**src/rtl/rcv_pkg.sv**
```systemverilog
// Shared types and constants for the serial receive controller.
// Imported by rcv_ctrl; holds the FSM state encoding and the default bit period.
package rcv_pkg;

   localparam int unsigned ClksPerBitDefault = 10;

   // Zero-based index of the last sampled bit in a frame (8 data bits + stop).
   localparam logic [3:0] LastBitIdx = 4'd8;

   typedef enum logic [2:0] {
      StIdle,
      StStartChk,
      StReceive,
      StStopChk,
      StLoad
   } rcv_state_e;

endpackage

```
**src/rtl/rcv_timer.sv**
```systemverilog
// Clock-within-bit counter and bit counter for the receive controller.
// strobe fires in the cycle the clock count reaches rollover; the count then wraps.
module rcv_timer #(
   parameter int unsigned CntWidth = 4
) (
   input  logic                clk,
   input  logic                rst,
   input  logic                clear,
   input  logic                enable,
   input  logic [CntWidth-1:0] rollover,
   output logic [3:0]          bit_cnt,
   output logic                strobe
);

   logic [CntWidth-1:0] clk_cnt_q, clk_cnt_d;
   logic [3:0]          bit_cnt_q, bit_cnt_d;

   always_comb begin
      strobe    = enable && (clk_cnt_q == rollover);
      clk_cnt_d = clk_cnt_q;
      bit_cnt_d = bit_cnt_q;
      // clear wins over counting so a state change always restarts the period
      if (clear) begin
         clk_cnt_d = '0;
         bit_cnt_d = '0;
      end else if (strobe) begin
         clk_cnt_d = '0;
         bit_cnt_d = bit_cnt_q + 4'd1;
      end else if (enable) begin
         clk_cnt_d = clk_cnt_q + CntWidth'(1);
      end
   end

   always_ff @(posedge clk or posedge rst) begin
      if (rst) begin
         clk_cnt_q <= '0;
         bit_cnt_q <= '0;
      end else begin
         clk_cnt_q <= clk_cnt_d;
         bit_cnt_q <= bit_cnt_d;
      end
   end

   assign bit_cnt = bit_cnt_q;

endmodule

```
**src/rtl/rcv_ctrl.sv**
```systemverilog
// Receive-side control for an asynchronous serial line: start validation, bit-centre
// strobes for an external shift register, stop-bit check and receive-buffer handshake.
module rcv_ctrl
   import rcv_pkg::*;
#(
   parameter int unsigned CLKS_PER_BIT = ClksPerBitDefault
) (
   input  logic clk,
   input  logic rst,
   input  logic serial_in,
   input  logic stop_bit,
   input  logic data_read,
   output logic shift_strobe,
   output logic packet_done,
   output logic load_buffer,
   output logic data_ready,
   output logic framing_error,
   output logic overrun_error
);

   localparam int unsigned CntWidth = $clog2(CLKS_PER_BIT);
   localparam logic [CntWidth-1:0] BitLast  = CntWidth'(CLKS_PER_BIT - 1);
   localparam logic [CntWidth-1:0] HalfLast = CntWidth'(CLKS_PER_BIT / 2 - 1);

   logic       sync1_q, sync2_q, hist_q;
   logic       line_fall;
   rcv_state_e state_q;

   logic                tmr_clear, tmr_enable, tmr_strobe;
   logic [CntWidth-1:0] tmr_rollover;
   logic [3:0]          bit_cnt;

   logic packet_done_q, load_buffer_q, data_ready_q, framing_error_q, overrun_error_q;

   // Preset to 1 so reset looks like an idle line and never fakes a start edge.
   always_ff @(posedge clk or posedge rst) begin
      if (rst) begin
         sync1_q <= 1'b1;
         sync2_q <= 1'b1;
         hist_q  <= 1'b1;
      end else begin
         sync1_q <= serial_in;
         sync2_q <= sync1_q;
         hist_q  <= sync2_q;
      end
   end

   assign line_fall = hist_q & ~sync2_q;

   // START_CHK counts to the half-bit point; RECEIVE counts full bit periods.
   always_comb begin
      tmr_enable   = (state_q == StStartChk) || (state_q == StReceive);
      tmr_clear    = (state_q == StIdle) || ((state_q == StStartChk) && tmr_strobe);
      tmr_rollover = (state_q == StStartChk) ? HalfLast : BitLast;
   end

   rcv_timer #(
      .CntWidth (CntWidth)
   ) u_timer (
      .clk      (clk),
      .rst      (rst),
      .clear    (tmr_clear),
      .enable   (tmr_enable),
      .rollover (tmr_rollover),
      .bit_cnt  (bit_cnt),
      .strobe   (tmr_strobe)
   );

   assign shift_strobe = tmr_strobe && (state_q == StReceive);

   always_ff @(posedge clk or posedge rst) begin
      if (rst) begin
         state_q         <= StIdle;
         packet_done_q   <= 1'b0;
         load_buffer_q   <= 1'b0;
         data_ready_q    <= 1'b0;
         framing_error_q <= 1'b0;
         overrun_error_q <= 1'b0;
      end else begin
         packet_done_q <= 1'b0;
         load_buffer_q <= 1'b0;
         if (data_read) begin
            data_ready_q    <= 1'b0;
            overrun_error_q <= 1'b0;
         end
         unique case (state_q)
            StIdle: begin
               if (line_fall) state_q <= StStartChk;
            end
            StStartChk: begin
               if (tmr_strobe) begin
                  if (!sync2_q) begin
                     state_q         <= StReceive;
                     framing_error_q <= 1'b0;
                  end else begin
                     state_q <= StIdle;
                  end
               end
            end
            StReceive: begin
               if (shift_strobe && (bit_cnt == LastBitIdx)) begin
                  state_q       <= StStopChk;
                  packet_done_q <= 1'b1;
               end
            end
            StStopChk: begin
               if (stop_bit) begin
                  state_q       <= StLoad;
                  load_buffer_q <= 1'b1;
               end else begin
                  state_q         <= StIdle;
                  framing_error_q <= 1'b1;
               end
            end
            StLoad: begin
               // A read in the load cycle consumes the old byte, so the new one is no overrun.
               data_ready_q    <= 1'b1;
               overrun_error_q <= !data_read && (overrun_error_q || data_ready_q);
               state_q         <= StIdle;
            end
            default: state_q <= StIdle;
         endcase
      end
   end

   assign packet_done   = packet_done_q;
   assign load_buffer   = load_buffer_q;
   assign data_ready    = data_ready_q;
   assign framing_error = framing_error_q;
   assign overrun_error = overrun_error_q;

endmodule

```
**config.mk**
```make
export PLATFORM = sky130hd
export DESIGN_NAME = rcv_ctrl
export DESIGN_NICKNAME = d
export VERILOG_FILES = /design/src/rtl/rcv_pkg.sv /design/src/rtl/rcv_timer.sv /design/src/rtl/rcv_ctrl.sv
export SDC_FILE = /design/constraint.sdc
export NUM_CORES = 1
export LEC_CHECK = 0
export CORE_MARGIN = 2
export CORE_UTILIZATION = 44
export DETAILED_ROUTE_END_ITERATION = 6
export SLEW_MARGIN = 20
export SYNTH_ARGS = -nofsm -noshare
export SYNTH_HDL_FRONTEND = slang
export SYNTH_HIERARCHICAL = 1
export SYNTH_SLANG_ARGS = --single-unit
```
**constraint.sdc**
```tcl
create_clock -name clk -period 3.67 [get_ports clk]
set_input_delay 0.5505 -clock clk [delete_from_list [all_inputs] [get_ports clk]]
set_output_delay 0.5505 -clock clk [all_outputs]
set_load 0.03 [all_outputs]
```
==> flow_metrics.env <==
export IMPL_finalNonFillerCells=136
export IMPL_p_per_area_nw_per_um2=624
export IMPL_synth_distinct_cells=39
export IMPL_num_antenna_cells=0
export IMPL_antenna_found_initial=0
export IMPL_grt_max_degree=15
export IMPL_clockBufferDepth=2
export IMPL_grt_pass1_wl_um=3040
export IMPL_final_nets=116
export IMPL_netlist_instances=94
export IMPL_crit_type="flop to primary output"
export IMPL_initial_core_util_pct=45.5
export IMPL_worstPathRequired_ns=3.12
export IMPL_synth_compound_gate_area_share_pct=7.48
export IMPL_rr_worst_depth=12
export IMPL_drv_slew=0
export IMPL_dp_slack_ns=0.549
export IMPL_cp_max_fo=8
export IMPL_rows=17
export IMPL_post_drt_wl_per_cell_um=12.8
export IMPL_synth_edf_count=0
export IMPL_fp_coreArea_sq_um=2170
export IMPL_maxCapViolations=0
export IMPL_holdBufCountCts=0
export IMPL_drtIter0Drc=9
export IMPL_die_h_um=51.4
export IMPL_yosysWarnings=6
export IMPL_synth_ff_type="dfrtp_1"
export IMPL_p_leak_uw=0.000533
export IMPL_skew_ns=0.00287
export IMPL_fin_area_sq_um=1140
export IMPL_reg2reg_from="state_q[0]$_DFFE_PP0P_"
export IMPL_start_kind="flop"
export IMPL_clock_sinks=19
export IMPL_synth_top_family_by_area="simple AND/OR/NAND/NOR gates"
export IMPL_syn_avg_cell_area_sq_um=10.5
export IMPL_clock_latency_ns=0.29
export IMPL_layout_common_cells="16 x dfrtp_1, 10 x clkdlybuf4s50_1, 9 x nor2_1, 8 x inv_1, 6 x nor2b_1"
export IMPL_cts_root_buffer="clkbuf_4"
export IMPL_firstDrtPassIters=4
export IMPL_finalSetupViolations=0
export IMPL_fmax_ghz=0.302
export IMPL_holdPathEnd="sync2_q$_DFF_PP1_"
export IMPL_setup_tns_ns=0
export IMPL_mostFrequentLayoutCell="dfrtp_1"
export IMPL_whs_path_depth=0
export IMPL_synth_fa_ha_area_share_pct=2.53
export IMPL_post_drt_via_cell_ratio=5.06
export IMPL_track_usage_pct=15.6
export IMPL_synth_mux_area_share_pct=4.82
export IMPL_die_area_sq_um=2640
export IMPL_ir_drop_uv=428
export IMPL_ys_seq_area_share_pct=48.5
export IMPL_cts_buffers=3
export IMPL_min_from="sync1_q$_DFF_PP1_"
export IMPL_rsz0062_at_grt="no"
export IMPL_tritoncts="built"
export IMPL_endpoint_kind="primary output"
export IMPL_hold_ws_ns=0.363
export IMPL_syn_area_sq_um=987
export IMPL_clk_pin_slew_ns=0.10
export IMPL_vias=688
export IMPL_io_pins=11
export IMPL_yosys_area_share_simple_pct=27.9
export IMPL_dp_cells=132
export IMPL_dpl_instance_area_sq_um=1110
export IMPL_final_antenna_net_count=0
export IMPL_drc=0
export IMPL_layout_drive_gt1_share_pct=13.0
export IMPL_ys_ff_latch=19
export IMPL_routed_wl_um=1740
export IMPL_place_gp_congestion=0.785
export IMPL_area_growth_syn_to_layout_pct=16.0
export IMPL_outcome="finished clean"
export IMPL_first_global_vias=708
export IMPL_cts_max_level=1
export IMPL_post_route_period_util_pct=90.4
export IMPL_grt_overflow=0
export IMPL_hp_class="flop to flop"
export IMPL_dp_hpwl_um=1280
export IMPL_fin_ws_ns=0.353
export IMPL_crit_arrival_ns=2.77
export IMPL_hold_viol=0
export IMPL_synth_xor_area_share_pct=2.66
export IMPL_r2r_end="u_timer/bit_cnt[3]$_DFFE_PP0P_"
export IMPL_r2r_slack_ns=1.02
export IMPL_finalCriticalPeriod_ns=3.32
export IMPL_io_buffers=10
export IMPL_die_w_um=51.4
export IMPL_async_flop_share_pct=100
synthesized netlist by cell type (3+ instances only):
master	instances	share of area, %
dfrtp_1	16	41
nor2_1	9	3.4
inv_1	8	3.0
nor2b_1	6	3.8
nand2b_1	5	3.2
a21oi_1	3	1.5
dfstp_2	3	8.0
nand2_1	3	1.1
nor3_1	3	1.5
xor2_1	3	2.7
metrics by stage:
stage	power (uW)	util (%)
3_3_place_gp	605	51.4
6_report	715	52.8
4_1_cts	721	52.6
5_1_grt	772	52.8
2_1_floorplan	547	-
3_5_place_dp	615	51.4
worst max path at each step:
stage                                     endpoint  cells after the start                   start  slack (ns)
floorplan           u_timer/bit_cnt[3]$_DFFE_PP0P_                      9  state_q[0]$_DFFE_PP0P_        0.93
global placement                      shift_strobe                      6  state_q[0]$_DFFE_PP0P_        0.61
CTS                                   shift_strobe                      6  state_q[0]$_DFFE_PP0P_        0.20
finish                                shift_strobe                      8  state_q[0]$_DFFE_PP0P_        0.35
detailed placement                    shift_strobe                      6  state_q[0]$_DFFE_PP0P_        0.55
global route                          shift_strobe                      8  state_q[0]$_DFFE_PP0P_        0.12
routing by layer:
layer / up-vias / wire (um) / GRT usage (%)
li1: 347 / - / -
met1: 330 / 819 / 18.7
met2: 9 / 848 / 26.3
met3: 2 / 56 / 3.22
met4: 0 / 14 / 7.89
met5: - / 0 / 0
cells by family (layout without fill, tap and decap cells):
kind of cell / Yosys count / count (layout)
compound gates: 11 / 11
flops: 19 / 19
mux: 4 / 4
other cells: 1 / 2
simple gates: 43 / 43
xor+xnor: 3 / 3
fa+ha+maj: 2 / 2
buf+inv: 11 / 24
critical path, cell delays in order (launching register included):
cell,delay [ns]
dfrtp_1,0.50
nor2b_1,0.26
and2b_1,0.20
inv_1,0.08
inv_1,0.08
o2111ai_1,0.22
nor3_4,0.24
and4bb_1,0.23
clkdlybuf4s50_1,0.67
layout make-up:
cell class                 count  area, sq um
timing repair buffer          12          115
fill                         214         1020
clock buffer                   4         26.3
inverter                       8         30.0
tap                           28         35.0
sequential                    19          479
multi-input combinational     65          459
state kept, by name, summed over array words and instances, names as in the netlist:
name,cells
state_q,3
framing_error,1
u_timer/bit_cnt,4
data_ready,1
u_timer/clk_cnt_q,4
load_buffer,1
sync1_q,1
packet_done,1
overrun_error,1
sync2_q,1
hist_q,1
power breakdown:
part	internal, uW	switching, uW	leakage [uW]
combinational	143	146	0.000278
sequential	264	60.6	0.000240
clock	42.2	59.1	0.0000150
repair_timing:
action,in CTS,in global routing
endpoints found under the setup margin,0,1
setup buffers,0,0
resized for setup,0,1
(Power assumes the default switching activity.)
